`src/rtl/pif_fq_if.sv`:
```
// Fetch-queue bundle: redirect, instruction ROM port, decode-side output and occupancy.
// The master modport is the fetch unit; the slave modport is its environment.
interface pif_fq_if #(
    parameter int WIDTH = 32,
    parameter int DEPTH = 4
);
    localparam int LW = $clog2(DEPTH) + 1;

    logic             jump_ce;
    logic [WIDTH-1:0] jump_pc;
    logic             rom_ce;
    logic [WIDTH-1:0] rom_addr;
    logic [WIDTH-1:0] rom_inst;
    logic             out_valid;
    logic             out_ready;
    logic [WIDTH-1:0] out_inst;
    logic [WIDTH-1:0] out_pc;
    logic [LW-1:0]    level;

    modport master (
        input  jump_ce, jump_pc, rom_inst, out_ready,
        output rom_ce, rom_addr, out_valid, out_inst, out_pc, level
    );

    modport slave (
        output jump_ce, jump_pc, rom_inst, out_ready,
        input  rom_ce, rom_addr, out_valid, out_inst, out_pc, level
    );
endinterface

```
`src/rtl/pif_fq.sv`:
```
// Instruction fetch unit with a small queue toward decode; redirects flush everything in flight.
// Optional PIF_FQ_BYPASS_EN forwards a response straight to the output when the queue is empty.
module pif_fq #(
    parameter int               WIDTH    = 32,
    parameter int               DEPTH    = 4,
    parameter logic [WIDTH-1:0] RESET_PC = {WIDTH{1'b0}}
) (
    input  logic      clk,
    input  logic      rst,
    pif_fq_if.master  bus
);
    localparam int PW = $clog2(DEPTH);
    localparam int LW = PW + 1;

    logic [WIDTH-1:0]   pc_r;
    logic [WIDTH-1:0]   issue_pc_r;
    logic               inflight_r;
    logic [LW-1:0]      level_r;
    logic [PW-1:0]      head_r;
    logic [PW-1:0]      tail_r;
    logic [2*WIDTH-1:0] mem_r [DEPTH];

    logic               bypass_s;
    logic               out_valid_s;
    logic               pop_s;
    logic               q_pop_s;
    logic               push_s;
    logic               rom_ce_s;
    logic [LW:0]        need_s;
    logic [LW:0]        room_s;
    logic [2*WIDTH-1:0] head_entry_s;
    logic [WIDTH-1:0]   out_inst_s;
    logic [WIDTH-1:0]   out_pc_s;

    // Handshake, issue throttle and output selection.
    always_comb begin
        bypass_s = 1'b0;
`ifdef PIF_FQ_BYPASS_EN
        bypass_s = rst & (level_r == {LW{1'b0}}) & inflight_r;
`endif
        out_valid_s  = rst & ((level_r != {LW{1'b0}}) | bypass_s);
        pop_s        = out_valid_s & bus.out_ready;
        q_pop_s      = rst & (level_r != {LW{1'b0}}) & bus.out_ready;
        // A bypassed response that decode takes right away never enters the queue.
        push_s       = inflight_r & ~bus.jump_ce & ~(bypass_s & bus.out_ready);
        need_s       = {1'b0, level_r} + {{LW{1'b0}}, inflight_r};
        room_s       = (LW+1)'(DEPTH) + {{LW{1'b0}}, pop_s};
        rom_ce_s     = rst & ~bus.jump_ce & (need_s < room_s);
        head_entry_s = mem_r[head_r];
        if (bypass_s) begin
            out_pc_s   = issue_pc_r;
            out_inst_s = bus.rom_inst;
        end else begin
            out_pc_s   = head_entry_s[2*WIDTH-1:WIDTH];
            out_inst_s = head_entry_s[WIDTH-1:0];
        end
    end

    // Fetch PC, in-flight tracking, pointers and occupancy; a redirect acts as a flush.
    always_ff @(posedge clk) begin
        if (!rst) begin
            pc_r       <= RESET_PC;
            issue_pc_r <= RESET_PC;
            inflight_r <= 1'b0;
            level_r    <= {LW{1'b0}};
            head_r     <= {PW{1'b0}};
            tail_r     <= {PW{1'b0}};
        end else if (bus.jump_ce) begin
            pc_r       <= bus.jump_pc;
            inflight_r <= 1'b0;
            level_r    <= {LW{1'b0}};
            head_r     <= {PW{1'b0}};
            tail_r     <= {PW{1'b0}};
        end else begin
            inflight_r <= rom_ce_s;
            if (rom_ce_s) begin
                pc_r       <= pc_r + WIDTH'(4);
                issue_pc_r <= pc_r;
            end
            if (push_s) begin
                tail_r <= tail_r + PW'(1);
            end
            if (q_pop_s) begin
                head_r <= head_r + PW'(1);
            end
            case ({push_s, q_pop_s})
                2'b10:   level_r <= level_r + LW'(1);
                2'b01:   level_r <= level_r - LW'(1);
                default: level_r <= level_r;
            endcase
        end
    end

    // Queue storage; entries carry the issuing address alongside the instruction.
    always_ff @(posedge clk) begin
        if (rst & push_s) begin
            mem_r[tail_r] <= {issue_pc_r, bus.rom_inst};
        end
    end

    assign bus.rom_ce    = rom_ce_s;
    assign bus.rom_addr  = pc_r;
    assign bus.out_valid = out_valid_s;
    assign bus.out_inst  = out_inst_s;
    assign bus.out_pc    = out_pc_s;
    assign bus.level     = level_r;
endmodule

```
`src/flat_wrapper.sv`:
```
// flat-port wrapper written by rule: the top's interface ports become plain ports
module pif_fq_flat 
#(
    parameter int               WIDTH    = 32,
    parameter int               DEPTH    = 4,
    parameter logic [WIDTH-1:0] RESET_PC = {WIDTH{1'b0}}
)
  (clk, rst, bus_jump_ce, bus_jump_pc, bus_rom_inst, bus_out_ready, bus_rom_ce, bus_rom_addr, bus_out_valid, bus_out_inst, bus_out_pc, bus_level);
  pif_fq_if #(.WIDTH(WIDTH), .DEPTH(DEPTH)) bus_i ();
  input  logic clk;
  input  logic rst;
  input wire logic [$bits(bus_i.jump_ce)-1:0] bus_jump_ce;
  input wire logic [$bits(bus_i.jump_pc)-1:0] bus_jump_pc;
  input wire logic [$bits(bus_i.rom_inst)-1:0] bus_rom_inst;
  input wire logic [$bits(bus_i.out_ready)-1:0] bus_out_ready;
  output wire logic [$bits(bus_i.rom_ce)-1:0] bus_rom_ce;
  output wire logic [$bits(bus_i.rom_addr)-1:0] bus_rom_addr;
  output wire logic [$bits(bus_i.out_valid)-1:0] bus_out_valid;
  output wire logic [$bits(bus_i.out_inst)-1:0] bus_out_inst;
  output wire logic [$bits(bus_i.out_pc)-1:0] bus_out_pc;
  output wire logic [$bits(bus_i.level)-1:0] bus_level;
  assign bus_i.jump_ce = bus_jump_ce;
  assign bus_i.jump_pc = bus_jump_pc;
  assign bus_i.rom_inst = bus_rom_inst;
  assign bus_i.out_ready = bus_out_ready;
  assign bus_rom_ce = bus_i.rom_ce;
  assign bus_rom_addr = bus_i.rom_addr;
  assign bus_out_valid = bus_i.out_valid;
  assign bus_out_inst = bus_i.out_inst;
  assign bus_out_pc = bus_i.out_pc;
  assign bus_level = bus_i.level;
  pif_fq #(.WIDTH(WIDTH), .DEPTH(DEPTH), .RESET_PC(RESET_PC)) u_core (.clk(clk), .rst(rst), .bus(bus_i));
endmodule
```
`config.mk`:
```
export PLATFORM = sky130hd
export DESIGN_NAME = pif_fq_flat
export DESIGN_NICKNAME = d
export VERILOG_FILES = /design/src/rtl/pif_fq_if.sv /design/src/rtl/pif_fq.sv /design/src/flat_wrapper.sv
export SDC_FILE = /design/constraint.sdc
export NUM_CORES = 1
export LEC_CHECK = 0
export CORE_ASPECT_RATIO = 1.2
export CORE_MARGIN = 4
export CORE_UTILIZATION = 32
export DETAILED_ROUTE_END_ITERATION = 12
export PLACE_DENSITY = 0.57
export SYNTH_ARGS = -nofsm -noshare
export SYNTH_HDL_FRONTEND = slang
export SYNTH_SLANG_ARGS = --single-unit
```
`constraint.sdc`:
```
create_clock -name clk -period 6.92 [get_ports clk]
set_input_delay 1.73 -clock clk [delete_from_list [all_inputs] [get_ports clk]]
set_output_delay 1.73 -clock clk [all_outputs]
set_load 0.02 [all_outputs]
```
==> qor.yml <==
status: "finished, final reports clean"
p_comb_frac: 0.044
rrSetupSlack_ns: 4.20
core_sq_um: 39000
cts_root_buf: "clkbuf_16"
intPower_mw: 3.36
cp-start-kind: "primary input"
drive_gt1_frac: 0.148
finalWeightedCongestion: 0.760
path_cells: "clkdlybuf4s50_1 -> buf_4 -> and2b_1 -> and2_1 -> nand2_2 -> inv_2 -> clkdlybuf4s50_1"
grt_max_degree: 65
hold_buffers: 0
dieArea_sq_um: 43100
end_kind: "output pin"
fmax_mhz: 183
switchingPower_mw: 0.873
drt_iter0_drc: 391
antenna_found_initial: 0
start_util: 0.326
critical_path.max_stage_delay_ns: 0.65
critPathLaunch: "rst"
hold_viol: 0
fp.dieH_um: 227
syn_area_sq_um: 12700
worstPathArrival_ns: 3.72
ys.flop_type: "edfxtp_1"
final_max_slew_viol_count: 0
grt_first_pass_wirelength_um: 46600
critPathSlowestCell: "clkdlybuf4s50_1"
clockBufferDepth: 3
synth_cell_types: 57
tightest_slew_ns: 1.05
synth_area_leader_cell: "edfxtp_1"
pre_cts_ws_ns: 1.43
ctsResizeCount: 0
drt-wirelength-per-cell_um: 20.1
swShare: 0.206
critPathRequiredTime_ns: 5.19
cts_buffers: 36
hp-class: "reg -> reg"
vdd_drop_max_mv: 0.165
crit_fanout: 16
post-route-period-util: 0.788
fp.dieW_um: 190
dpl.hpwl_um: 18600
final.setup.tns_ns: 0
grt_use_total: 0.140
synthCells: 778
avgViaCountPerCell: 4.91
min_from: "u_core.bus.rom_addr[1]"
grt_overflow: 0
synth_nets: 855
cts_tree: "built"
p_per_area_nw_per_um2: 262
ys_seq_area_frac: 0.720
cts.sinks: 330
r2r.worst_path.cells: 8
ys_ff_latch: 330
drcViolationCount: 0
p_clk_frac: 0.441
cts_setup_buffers: 0
critPathKind: "in -> out"
routed_wl_um: 30200
grt_pass1_vias: 7741
path_common_cell: "clkdlybuf4s50_1"
synth.area.top_cells: "edfxtp_1, dfxtp_1, mux4_2"
antenna_cells: 0
vias: 7358
seqPwrFrac: 0.516
rsz0062_at_grt: "false"
postRouteAntennaNets: 0
worstSkewPairLatency_ns: 0.51
port_buffers: 168
synth-edff-count: 256
io_pins: 169
fin_ws_ns: 1.47
hold_depth: 2
r2r-start: "u_core.inflight_r"
rows: 79
area_growth_pct: 26.7
synth_top_area_frac: 0.603
synth_area_per_cell_sq_um: 16.4
p_leak_nw: 5.27
max_cap_viol_count: 0
clk_pin_slew_ns: 0.06
synth_async_sr_flop_share: 0
skew_ns: 0.0136
ys_warn_count: 0
fin_nets: 1030
fin_crit_ns: 5.45
setup_viol: 0
cts_max_level: 2
drt_first_pass_iters: 4
relSlewSlack: 0.297
-- through the flow --
stage,cells,power [mW],cell area [sq um],hold slack (ns),utilization
finish,1500,4.23,16100,0.495,0.414
detailed placement,1441,2.41,15000,0.489,0.384
CTS,1500,4.30,16100,0.500,0.414
global placement,1441,2.41,15000,0.476,0.384
global route,1500,4.40,16100,0.518,0.414
floorplan,778,2.30,12700,0.460,-
-- power groups by stage --
stage               Sequential, mW  Combinational [mW]  Clock (mW)
detailed placement            2.22               0.188           0
CTS                           2.18               0.189        1.93
floorplan                     2.23              0.0727           0
finish                        2.18               0.186        1.86
global route                  2.18               0.201        2.01
global placement              2.22               0.187           0
-- kinds of logic (layout without fill, tap and decap cells) --
kind of cell,count (synthesis),count (layout),share of synthesized area
xor+xnor,8,8,0.00550
flops,330,330,0.720
compound gates,112,112,0.0562
buf+inv,59,255,0.0197
fa+ha+maj,9,9,0.00943
simple gates,192,192,0.0733
mux,68,68,0.116
-- worst max-delay path, delay by kind of cell --
family | cells | cell delay (ns)
AND/OR/NAND/NOR | 3 | 0.60
buffers and inverters | 4 | 1.38
-- synth_stat cells, types with 2 or more instances --
| cell | n |
|---|---|
| nand4_1 | 9 |
| mux2i_1 | 3 |
| and3_1 | 8 |
| nand2_1 | 104 |
| dfxtp_1 | 74 |
| o2bb2ai_1 | 2 |
| nor3_1 | 6 |
| and2_1 | 2 |
| o311ai_0 | 2 |
| inv_1 | 15 |
| or3_1 | 6 |
| mux4_2 | 64 |
| buf_2 | 21 |
| edfxtp_1 | 256 |
| ha_1 | 8 |
| a31oi_1 | 12 |
| o21a_1 | 2 |
| xor2_1 | 6 |
| a22oi_1 | 9 |
| nor4_1 | 4 |
| o211ai_1 | 5 |
| nand3_1 | 12 |
| o31a_1 | 2 |
| buf_1 | 2 |
| a211oi_1 | 2 |
| xnor2_1 | 2 |
| clkbuf_1 | 19 |
| o21ai_0 | 4 |
| and4_1 | 5 |
| nor2_1 | 22 |
| or4_1 | 6 |
| a21oi_1 | 52 |
| a32o_1 | 2 |
| a32oi_1 | 4 |
| o22ai_1 | 4 |
-- final timing paths --
check | endpoint
hold / removal | u_core.issue_pc_r[1]
setup reg to reg | u_core.bus.rom_addr[4]
hold reg to reg | u_core.issue_pc_r[1]
setup / recovery | bus_rom_ce
-- cell usage in the layout (no fill, tap or decap), types with 8 or more instances in the layout --
| cell | n |
|---|---|
| a21oi_1 | 52 |
| a22oi_1 | 9 |
| a31oi_1 | 12 |
| buf_4 | 12 |
| clkbuf_16 | 37 |
| clkdlybuf4s50_1 | 168 |
| dfxtp_1 | 72 |
| edfxtp_1 | 256 |
| ha_1 | 8 |
| inv_1 | 14 |
| mux4_2 | 64 |
| nand2_1 | 103 |
| nand3_1 | 12 |
| nand4_1 | 9 |
| nor2_1 | 22 |
-- flip-flops by register name (all words and copies together), names as in the netlist, named ones only --
register and flops:
u_core.bus.level 3, u_core.issue_pc_r 32, u_core.inflight_r 1, u_core.head_r 2, u_core.tail_r 2, u_core.mem_r 256
u_core.bus.rom_addr 32
-- layer usage --
metal  share of wire  up-vias  global-route usage
met4           0.024        0              0.0424
met2            0.49      207               0.232
met3           0.050       42              0.0300
li1                -     3406                   -
met5               0        -                   0
met1            0.44     3703               0.187
-- layout make-up --
type,instances,area [sq um]
Multi-Input combinational cell,389,3340
Inverter,16,60.1
Clock inverter,18,195
Clock buffer,41,941
Fill cell,3587,22900
Sequential cell,330,9180
Timing Repair Buffer,180,1770
Tap cell,526,658
Power figures use the tool's default switching activity.
